`src/rtl/if_ctrl.sv`:
```
// Instruction-fetch controller: owns the PC, runs the imem req/ack handshake and
// buffers fetched words in a slot + skid pair. Optional IF_CTRL_ALIGN_CHECK_EN adds fetch_err_o.
//   state | meaning
//   IDLE  | no request; leaves for REQ unless halted on an alignment error
//   REQ   | request at pc outstanding
//   HOLD  | skid full, request paused until the slot is consumed
//   DRAIN | stale request completing, its data is dropped
module if_ctrl #(
    parameter int                ADDR_W   = 32,
    parameter int                DATA_W   = 32,
    parameter logic [ADDR_W-1:0] RESET_PC = '0
) (
    input  logic              clk,
    input  logic              rst,
    input  logic              stall_i,
    input  logic              redirect_i,
    input  logic [ADDR_W-1:0] redirect_pc_i,
    input  logic              flush_i,
    input  logic [ADDR_W-1:0] flush_pc_i,
    output logic              imem_req,
    output logic [ADDR_W-1:0] imem_addr,
    input  logic              imem_ack,
    input  logic [DATA_W-1:0] imem_rdata,
`ifdef IF_CTRL_ALIGN_CHECK_EN
    output logic              fetch_err_o,
`endif
    output logic              inst_valid_o,
    output logic [DATA_W-1:0] inst_o,
    output logic [ADDR_W-1:0] inst_pc_o
);

    typedef enum logic [1:0] {IDLE, REQ, HOLD, DRAIN} state_t;

    state_t            state_q, state_d;
    logic [ADDR_W-1:0] pc_q, pc_d;
    logic [ADDR_W-1:0] drain_addr_q, drain_addr_d;
    logic              slot_v_q, slot_v_d;
    logic [DATA_W-1:0] slot_inst_q, slot_inst_d;
    logic [ADDR_W-1:0] slot_pc_q, slot_pc_d;
    logic              skid_v_q, skid_v_d;
    logic [DATA_W-1:0] skid_inst_q, skid_inst_d;
    logic [ADDR_W-1:0] skid_pc_q, skid_pc_d;

    logic              ack, consume, redir, bad, halt;
    logic [ADDR_W-1:0] tgt_raw, tgt;

    assign imem_req  = (state_q == REQ) || (state_q == DRAIN);
    assign imem_addr = (state_q == DRAIN) ? drain_addr_q : pc_q;
    assign ack       = imem_req && imem_ack;
    assign consume   = slot_v_q && !stall_i;
    assign tgt_raw   = flush_i ? flush_pc_i : redirect_pc_i;

`ifdef IF_CTRL_ALIGN_CHECK_EN
    logic err_q, err_d;

    // While the error is latched only an exception flush can restart fetch.
    assign redir       = flush_i || (redirect_i && !err_q);
    assign tgt         = tgt_raw;
    assign bad         = (tgt_raw[1:0] != 2'b00);
    assign halt        = err_q;
    assign err_d       = redir ? bad : err_q;
    assign fetch_err_o = err_q;

    always_ff @(posedge clk or negedge rst) begin
        if (!rst) err_q <= 1'b0;
        else      err_q <= err_d;
    end
`else
    assign redir = flush_i || redirect_i;
    assign tgt   = tgt_raw & ~ADDR_W'(3);
    assign bad   = 1'b0;
    assign halt  = 1'b0;
`endif

    always_comb begin
        state_d      = state_q;
        pc_d         = pc_q;
        drain_addr_d = drain_addr_q;
        slot_v_d     = slot_v_q;
        slot_inst_d  = slot_inst_q;
        slot_pc_d    = slot_pc_q;
        skid_v_d     = skid_v_q;
        skid_inst_d  = skid_inst_q;
        skid_pc_d    = skid_pc_q;

        if (consume) slot_v_d = 1'b0;

        case (state_q)
            IDLE: if (!halt) state_d = REQ;
            REQ: begin
                if (ack) begin
                    pc_d = pc_q + ADDR_W'(4);
                    if (!slot_v_q || consume) begin
                        slot_v_d    = 1'b1;
                        slot_inst_d = imem_rdata;
                        slot_pc_d   = pc_q;
                    end else begin
                        skid_v_d    = 1'b1;
                        skid_inst_d = imem_rdata;
                        skid_pc_d   = pc_q;
                        state_d     = HOLD;
                    end
                end
            end
            HOLD: begin
                if (consume) begin
                    slot_v_d    = skid_v_q;
                    slot_inst_d = skid_inst_q;
                    slot_pc_d   = skid_pc_q;
                    skid_v_d    = 1'b0;
                    state_d     = REQ;
                end
            end
            DRAIN: if (ack) state_d = halt ? IDLE : REQ;
            default: state_d = IDLE;
        endcase

        // Redirects override everything above; an open request must still complete.
        if (redir) begin
            slot_v_d = 1'b0;
            skid_v_d = 1'b0;
            if (state_q == REQ && !ack) drain_addr_d = pc_q;
            if (!bad) pc_d = tgt;
            if (imem_req && !ack) state_d = DRAIN;
            else if (bad)         state_d = IDLE;
            else                  state_d = REQ;
        end
    end

    always_ff @(posedge clk or negedge rst) begin
        if (!rst) begin
            state_q      <= IDLE;
            pc_q         <= RESET_PC;
            drain_addr_q <= RESET_PC;
            slot_v_q     <= 1'b0;
            slot_inst_q  <= '0;
            slot_pc_q    <= '0;
            skid_v_q     <= 1'b0;
            skid_inst_q  <= '0;
            skid_pc_q    <= '0;
        end else begin
            state_q      <= state_d;
            pc_q         <= pc_d;
            drain_addr_q <= drain_addr_d;
            slot_v_q     <= slot_v_d;
            slot_inst_q  <= slot_inst_d;
            slot_pc_q    <= slot_pc_d;
            skid_v_q     <= skid_v_d;
            skid_inst_q  <= skid_inst_d;
            skid_pc_q    <= skid_pc_d;
        end
    end

    assign inst_valid_o = slot_v_q;
    assign inst_o       = slot_inst_q;
    assign inst_pc_o    = slot_pc_q;

endmodule

```
`config.mk`:
```
export PLATFORM = sky130hd
export DESIGN_NAME = if_ctrl
export DESIGN_NICKNAME = d
export VERILOG_FILES = /design/src/rtl/if_ctrl.sv
export SDC_FILE = /design/constraint.sdc
export NUM_CORES = 1
export LEC_CHECK = 0
export CAP_MARGIN = 10
export CORE_UTILIZATION = 45
export CTS_CLUSTER_SIZE = 25
export DETAILED_ROUTE_END_ITERATION = 16
export PLACE_DENSITY = 0.72
export SETUP_SLACK_MARGIN = 0.3
export SLEW_MARGIN = 10
export SYNTH_ARGS = -nofsm -noshare
export SYNTH_HDL_FRONTEND = slang
export SYNTH_SLANG_ARGS = --single-unit
```
`constraint.sdc`:
```
create_clock -name clk -period 2.96 [get_ports clk]
set_input_delay 0.592 -clock clk [delete_from_list [all_inputs] [get_ports clk]]
set_output_delay 0.592 -clock clk [all_outputs]
set_load 0.02 [all_outputs]
```
==> summary.txt, run 1 <==
Outcome: completed
Ys async rst share: 1.00
CTS sink cnt: 188
H-tree depth: 4
Cells after Synth: 813
Mapped Avg Cell Area: 11.1 um2
Worst EP required: 2.37 ns
Tightest Pin Transition: 0.649 ns
Postcts setup bufs: 0
Post-layout util: 0.603
Placer Congestion: 0.828
Leak pwr: 4.89 nW
Commonest non-fill, non-tap cell in the layout: dfrtp_1
DR DRC count: 0
Final Critical Period: 2.58 ns
Fmax: 388 MHz
First DRT Iteration DRCs: 279
Die H: 144 um
Fill count: 1668
Vias in the first global route: 6380
Inst Count DP: 1229
Max Cap Viol: 0
Final setup violation count: 0
Initial antenna violation count: 0
IO buf count: 191
Post-DP HPWL: 13.7 mm
Placed Instance Area: 11300 um2
Routed len/inst: 16.0 um
Clk_skew: 0.00683 ns
Post-synth EDFFs: 0
Hold Path Class: in -> async
Final Hold Vio Count: 0
First-pass GRT wire length: 32.8 mm
Row cnt: 51
TritonRoute pass-1 iters: 5
Critical path type: reg -> out
Largest net degree at the start of global routing: 125
Slew HR: 0.567
Arr. time, crit path: 1.98 ns
CTS tree: yes
Endpoint class of the critical path: primary output
Most used DFF post-synth: dfrtp_1
Crit-path max FO: 15
Layout area overhead: 30.7%
RSZ-0062 raised after global routing: no
Total gr overflow: 0
Core area: 19600 um2
Power Density: 756 nW/um2
Total CTS buffers: 17
Clock root cell: clkbuf_16
Seq/Total Area, Yosys: 0.521
Yosys Warn Count: 0
Finished Cell Area: 11800 um2
IO Pins: 200
Multi-input gate area: 4010 um2
Post-synth cell types: 51
Worst-Skew Late Latency: 0.42 ns
Peak supply drop: 0.417 mV
ANT cells: 0
Most frequent cells in the layout: 187 x dfrtp_1, 159 x clkdlybuf4s50_1, 116 x mux2_2, 90 x a21oi_1, 81 x nor2_1
Vias post-DR: 6662
Layout Nets: 1089
Die Width: 144 um
Synthesized area: 9030 um2
Synthesized flop and latch total: 188
WL final: 20.2 mm
Share of cells above drive strength 1: 0.190
Final slew viol count: 0
Initial core utilization: 0.461
Setup TNS: 0 ns
FF/Latch Area: 4710 um2
Via density: 5.28
Reg clk slew, reported paths: 0.07 ns
Antenna Nets Post-Route: 0
Die area: 20600 um2
Nature of the critical path startpoint: register
Tot GR Track Use: 0.206
Fin cells: 1261
Crit share post-route: 0.870
Max Root-Sink Buffers: 2
## state kept, by name, summed over array words and instances (netlist names)
register      flops
inst_valid_o      1
inst_o           32
state_q           2
skid_pc_q        30
skid_inst_q      32
skid_v_q          1
pc_q             30
drain_addr_q     30
inst_pc_o        30
## layout make-up
class | instances | share of cell area
clock buffers | 18 | 0.0372
clock inverters | 14 | 0.0103
inverters | 10 | 0.00318
multi-input cells | 552 | 0.340
flip-flops and latches | 188 | 0.399
well taps | 265 | 0.0281
repair buffers | 214 | 0.183
## Yosys cell counts (all sizes together), types with 2 or more instances
master / count / area share
a211oi: 13 / 0.011
a21o: 2 / 0.0017
a21oi: 90 / 0.050
a22oi: 4 / 0.0033
a2bb2oi: 2 / 0.0019
a31oi: 4 / 0.0028
and2: 2 / 0.0014
and3: 4 / 0.0028
buf: 40 / 0.024
clkbuf: 26 / 0.011
dfrtp: 188 / 0.52
ha: 4 / 0.0055
inv: 9 / 0.0037
mux2: 116 / 0.14
mux2i: 63 / 0.070
nand2: 26 / 0.011
nand2b: 3 / 0.0021
nand3: 19 / 0.011
nand4: 17 / 0.013
nor2: 84 / 0.035
nor2b: 16 / 0.011
nor3: 8 / 0.0075
o21a: 2 / 0.0017
o21ai: 32 / 0.018
o22ai: 5 / 0.0035
o31ai: 2 / 0.0017
or2: 2 / 0.0014
or4: 2 / 0.0021
xnor2: 2 / 0.0019
xor2: 16 / 0.016
## cell families (layout without fill, tap and decap cells)
group                      Yosys count  in the layout  synth area share
AOI/OAI and AO/OA                  162            162             0.101
xor gates and xnor gates            18             18            0.0175
adders and majority gates            4              4           0.00554
buffers and inverters               76            256            0.0393
DFF                                188            188             0.521
muxes                              179            179             0.214
other                                1              4          0.000415
and+or+nand+nor                    185            185             0.101
## per-layer routing
metal	routed length, um	GRT usage
met1	9850	0.292
met2	9170	0.322
met3	893	0.0293
met4	239	0.0705
met5	0	0
## repair_timing
item	4_1_cts	5_1_grt
resized for setup	25	9
hold buffers	0	0
endpoints found under the setup margin	31	21
pin swaps	0	0
## report_power, final
part           internal, mW  switching (mW)
sequential             3.30           0.429
clock                  1.18           0.988
combinational          1.50            1.53
## path summary, 6_finish.rpt
check                              start            end  slack (ns)  cells past startpoint
min in group clk           skid_pc_q[12]  skid_pc_q[12]        0.48                      2
setup reg to reg              state_q[1]       pc_q[18]        0.73                      8
hold / removal                       rst     inst_o[27]        0.20                      1
setup / recovery              state_q[1]  imem_addr[20]        0.38                      4
max in group asynchronous            rst     state_q[1]        2.01                      2
hold reg to reg            skid_pc_q[12]  skid_pc_q[12]        0.48                      2
## metrics by stage
stage / power (mW) / setup slack (ns) / hold WS, ns
2_1_floorplan: 5.45 / 0.781 / 0.296
3_3_place_gp: 6.84 / 0.486 / 0.461
3_5_place_dp: 6.92 / 0.468 / 0.470
4_1_cts: 9.05 / 0.114 / 0.223
5_1_grt: 9.44 / 0.314 / 0.254
6_report: 8.93 / 0.383 / 0.204
## critical path, stage by stage, from the launching register on
cell and delay (ns):
dfrtp_2 0.41, ha_2 0.21, buf_4 0.23, mux2_2 0.38, dlygate4sd2_1 0.32
No activity file was read; power rests on OpenSTA's default activity.
==> run 2: changes to the inputs <==
- CTS_BUF_LIST: default -> sky130_fd_sc_hd__clkbuf_8 sky130_fd_sc_hd__clkbuf_16
- REMOVE_ABC_BUFFERS: default -> 1
==> run 2 against run 1 <==
- sequential cell count unchanged
- global-route usage increased by 1.5 points
- critical path type unchanged
- total power increased by 1.8%
- highest routed layer unchanged
- largest cell class unchanged
==> summary.txt, run 2 (synthesis gave the netlist of run 1 again) <==
Largest net degree at the start of global routing: 92 (-26%)
Layout Nets: 1092 (+0.28%)
Arr. time, crit path: 1.99 ns (about the same)
Dpl ws: 0.400 ns (-0.0686 ns)
CP Depth: 4 (unchanged)
ANT cells: 0 (unchanged)
Fill count: 1641 (-1.6%)
First-pass GRT wire length: 34.6 mm (+5.7%)
Final Hold Vio Count: 0 (unchanged)
Outcome: completed
Final Critical Period: 2.58 ns (+0.00174 ns)
Worst-Skew Late Latency: 0.43 ns (about the same)
Antenna Nets Post-Route: 0 (unchanged)
Die H: 144 um (unchanged)
Placed Instance Area: 11300 um2 (+0.31%)
RSZ-0062 raised after global routing: no
Commonest non-fill, non-tap cell in the layout: dfrtp_1
RR Startpoint: state_q[0]
Endpoint class of the critical path: primary output
IO buf count: 191 (unchanged)
Total CTS buffers: 17 (unchanged)
Die area: 20600 um2 (unchanged)
CP max stage cell: dfrtp_2
First DRT Iteration DRCs: 293 (+5.0%)
Total gr overflow: 0 (unchanged)
Power Density: 763 nW/um2 (+0.85%)
CTS tree: yes
Tot GR Track Use: 0.220 (+0.0146)
Worst EP required: 2.37 ns (about the same)
Crit-path max FO: 19 (+4)
Die Width: 144 um (unchanged)
Fmax: 388 MHz (about the same)
Slowest stage delay, CP: 0.41 ns (about the same)
Post-DP HPWL: 14.9 mm (+8.5%)
Crit path capture: imem_addr[30]
Final slew viol count: 0 (unchanged)
PnR worst setup slack: 0.382 ns (-0.00174 ns)
Clk_skew: 0.00792 ns (+0.00109 ns)
Hold Path Class: in -> async
Finished Cell Area: 11900 um2 (+0.98%)
Crit path launch: state_q[1]
TritonRoute pass-1 iters: 4 (-1)
Via density: 5.32 (+0.68%)
Max Cap Viol: 0 (unchanged)
Slew HR: 0.507 (-0.0607)
Nature of the critical path startpoint: register
Row cnt: 51 (unchanged)
Vias in the first global route: 6546 (+2.6%)
Core area: 19600 um2 (unchanged)
Final setup violation count: 0 (unchanged)
Critical path type: reg -> out
Max Root-Sink Buffers: 2 (unchanged)
Tightest Pin Transition: 0.740 ns (+0.0911 ns)
IO Pins: 200 (unchanged)
CTS sink cnt: 188 (unchanged)
DR DRC count: 0 (unchanged)
Reg clk slew, reported paths: 0.07 ns (about the same)
Most frequent cells in the layout: 187 x dfrtp_1, 158 x clkdlybuf4s50_1, 116 x mux2_2, 90 x a21oi_1, 81 x nor2_1
Leak pwr: 5.02 nW (+2.6%)
Share of cells above drive strength 1: 0.193 (+0.00343)
Layout area overhead: 32.0%
Buf+Inv Stages, Crit Path: 2 (unchanged)
H-tree depth: 4 (unchanged)
Crit share post-route: 0.871 (about the same)
Peak supply drop: 0.370 mV (-11%)
Reg-to-reg slack, setup: 0.78 ns (+0.05 ns)
Routed len/inst: 17.4 um (+8.8%)
Delay-heaviest family, CP: buffers and inverters
Vias post-DR: 6723 (+0.92%)
Cell chain of the critical path: ha_2, buf_12, mux2_2, dlygate4sd2_1
Initial core utilization: 0.461 (unchanged)
Clock root cell: clkbuf_16
WL final: 22.0 mm (+9.0%)
R2r endpoint: state_q[1]
Final Total Pwr: 9.09 mW (+1.8%)
Initial antenna violation count: 0 (unchanged)
Placer Congestion: 0.811 (-2.1%)
Worst-case reg-to-reg path depth: 7 (-1)
-- run 2: cell count changes in the layout (fill, tap and decap cells not counted), sizes merged --
cell / before / now
dlymetal6s2s: 7 / 18
clkinvlp: 3 / 2
clkinv: 9 / 6
dlygate4sd2: 24 / 13
inv: 11 / 14
clkbuf: 19 / 21
buf: 23 / 26
clkdlybuf4s50: 159 / 158
-- run 2: power breakdown --
part / total (mW) / switching (mW) / internal [mW]
sequential: 3.73 / 0.436 / 3.30
clock: 2.25 / 1.03 / 1.23
combinational: 3.11 / 1.55 / 1.56
-- run 2: how the worst min path moves through the flow --
stage / from / end / cells after the start / slack, ns
2_1_floorplan: rst / drain_addr_q[10] / 0 / 0.30
3_3_place_gp: skid_pc_q[9] / skid_pc_q[9] / 2 / 0.46
3_5_place_dp: skid_pc_q[5] / skid_pc_q[5] / 2 / 0.47
4_1_cts: rst / skid_inst_q[9] / 1 / 0.25
5_1_grt: rst / skid_inst_q[8] / 1 / 0.28
6_report: rst / skid_inst_q[8] / 1 / 0.23
-- run 2: through the flow --
step           hold WS [ns]  setup TNS [ns]  cells  utilization
2_1_floorplan         0.296         -323.39    750            -
4_1_cts               0.254               0   1263        0.605
3_5_place_dp          0.471               0   1231        0.576
6_report              0.226               0   1264        0.609
5_1_grt               0.279               0   1264        0.609
3_3_place_gp          0.461               0   1231        0.576
-- run 2: final cells by class --
class | count | area (um2) | area share
Clock inverter | 13 | 130 | 0.0109
Sequential cell | 188 | 4710 | 0.395
Tap cell | 265 | 332 | 0.0278
Inverter | 10 | 37.5 | 0.00315
Multi-Input combinational cell | 552 | 4010 | 0.337
Clock buffer | 19 | 453 | 0.0380
Timing Repair Buffer | 217 | 2250 | 0.189
-- run 2: worst reg2reg max path, delay by kind of cell, from the launching register on --
family | cells | cell delay [ns]
AOI/OAI and AO/OA | 2 | 0.37
adders and majority gates | 1 | 0.40
DFF | 1 | 0.41
and+or+nand+nor | 2 | 0.33
buffers and inverters | 2 | 0.55
-- run 2: repair_timing --
item | 4_1_cts | 5_1_grt
gates resized for setup | 13 | 19
endpoints found under the setup margin | 31 | 26
hold buffers | 0 | 0
gates cloned | 0 | 1
setup buffers | 0 | 0
-- run 2: metal layers --
layer | GRT usage | up-vias | share of wire
met1 | 0.291 | 3298 | 0.45
met3 | 0.0480 | 16 | 0.057
met2 | 0.367 | 185 | 0.48
li1 | - | 3224 | -
met4 | 0.0532 | 0 | 0.0093
met5 | 0 | - | 0
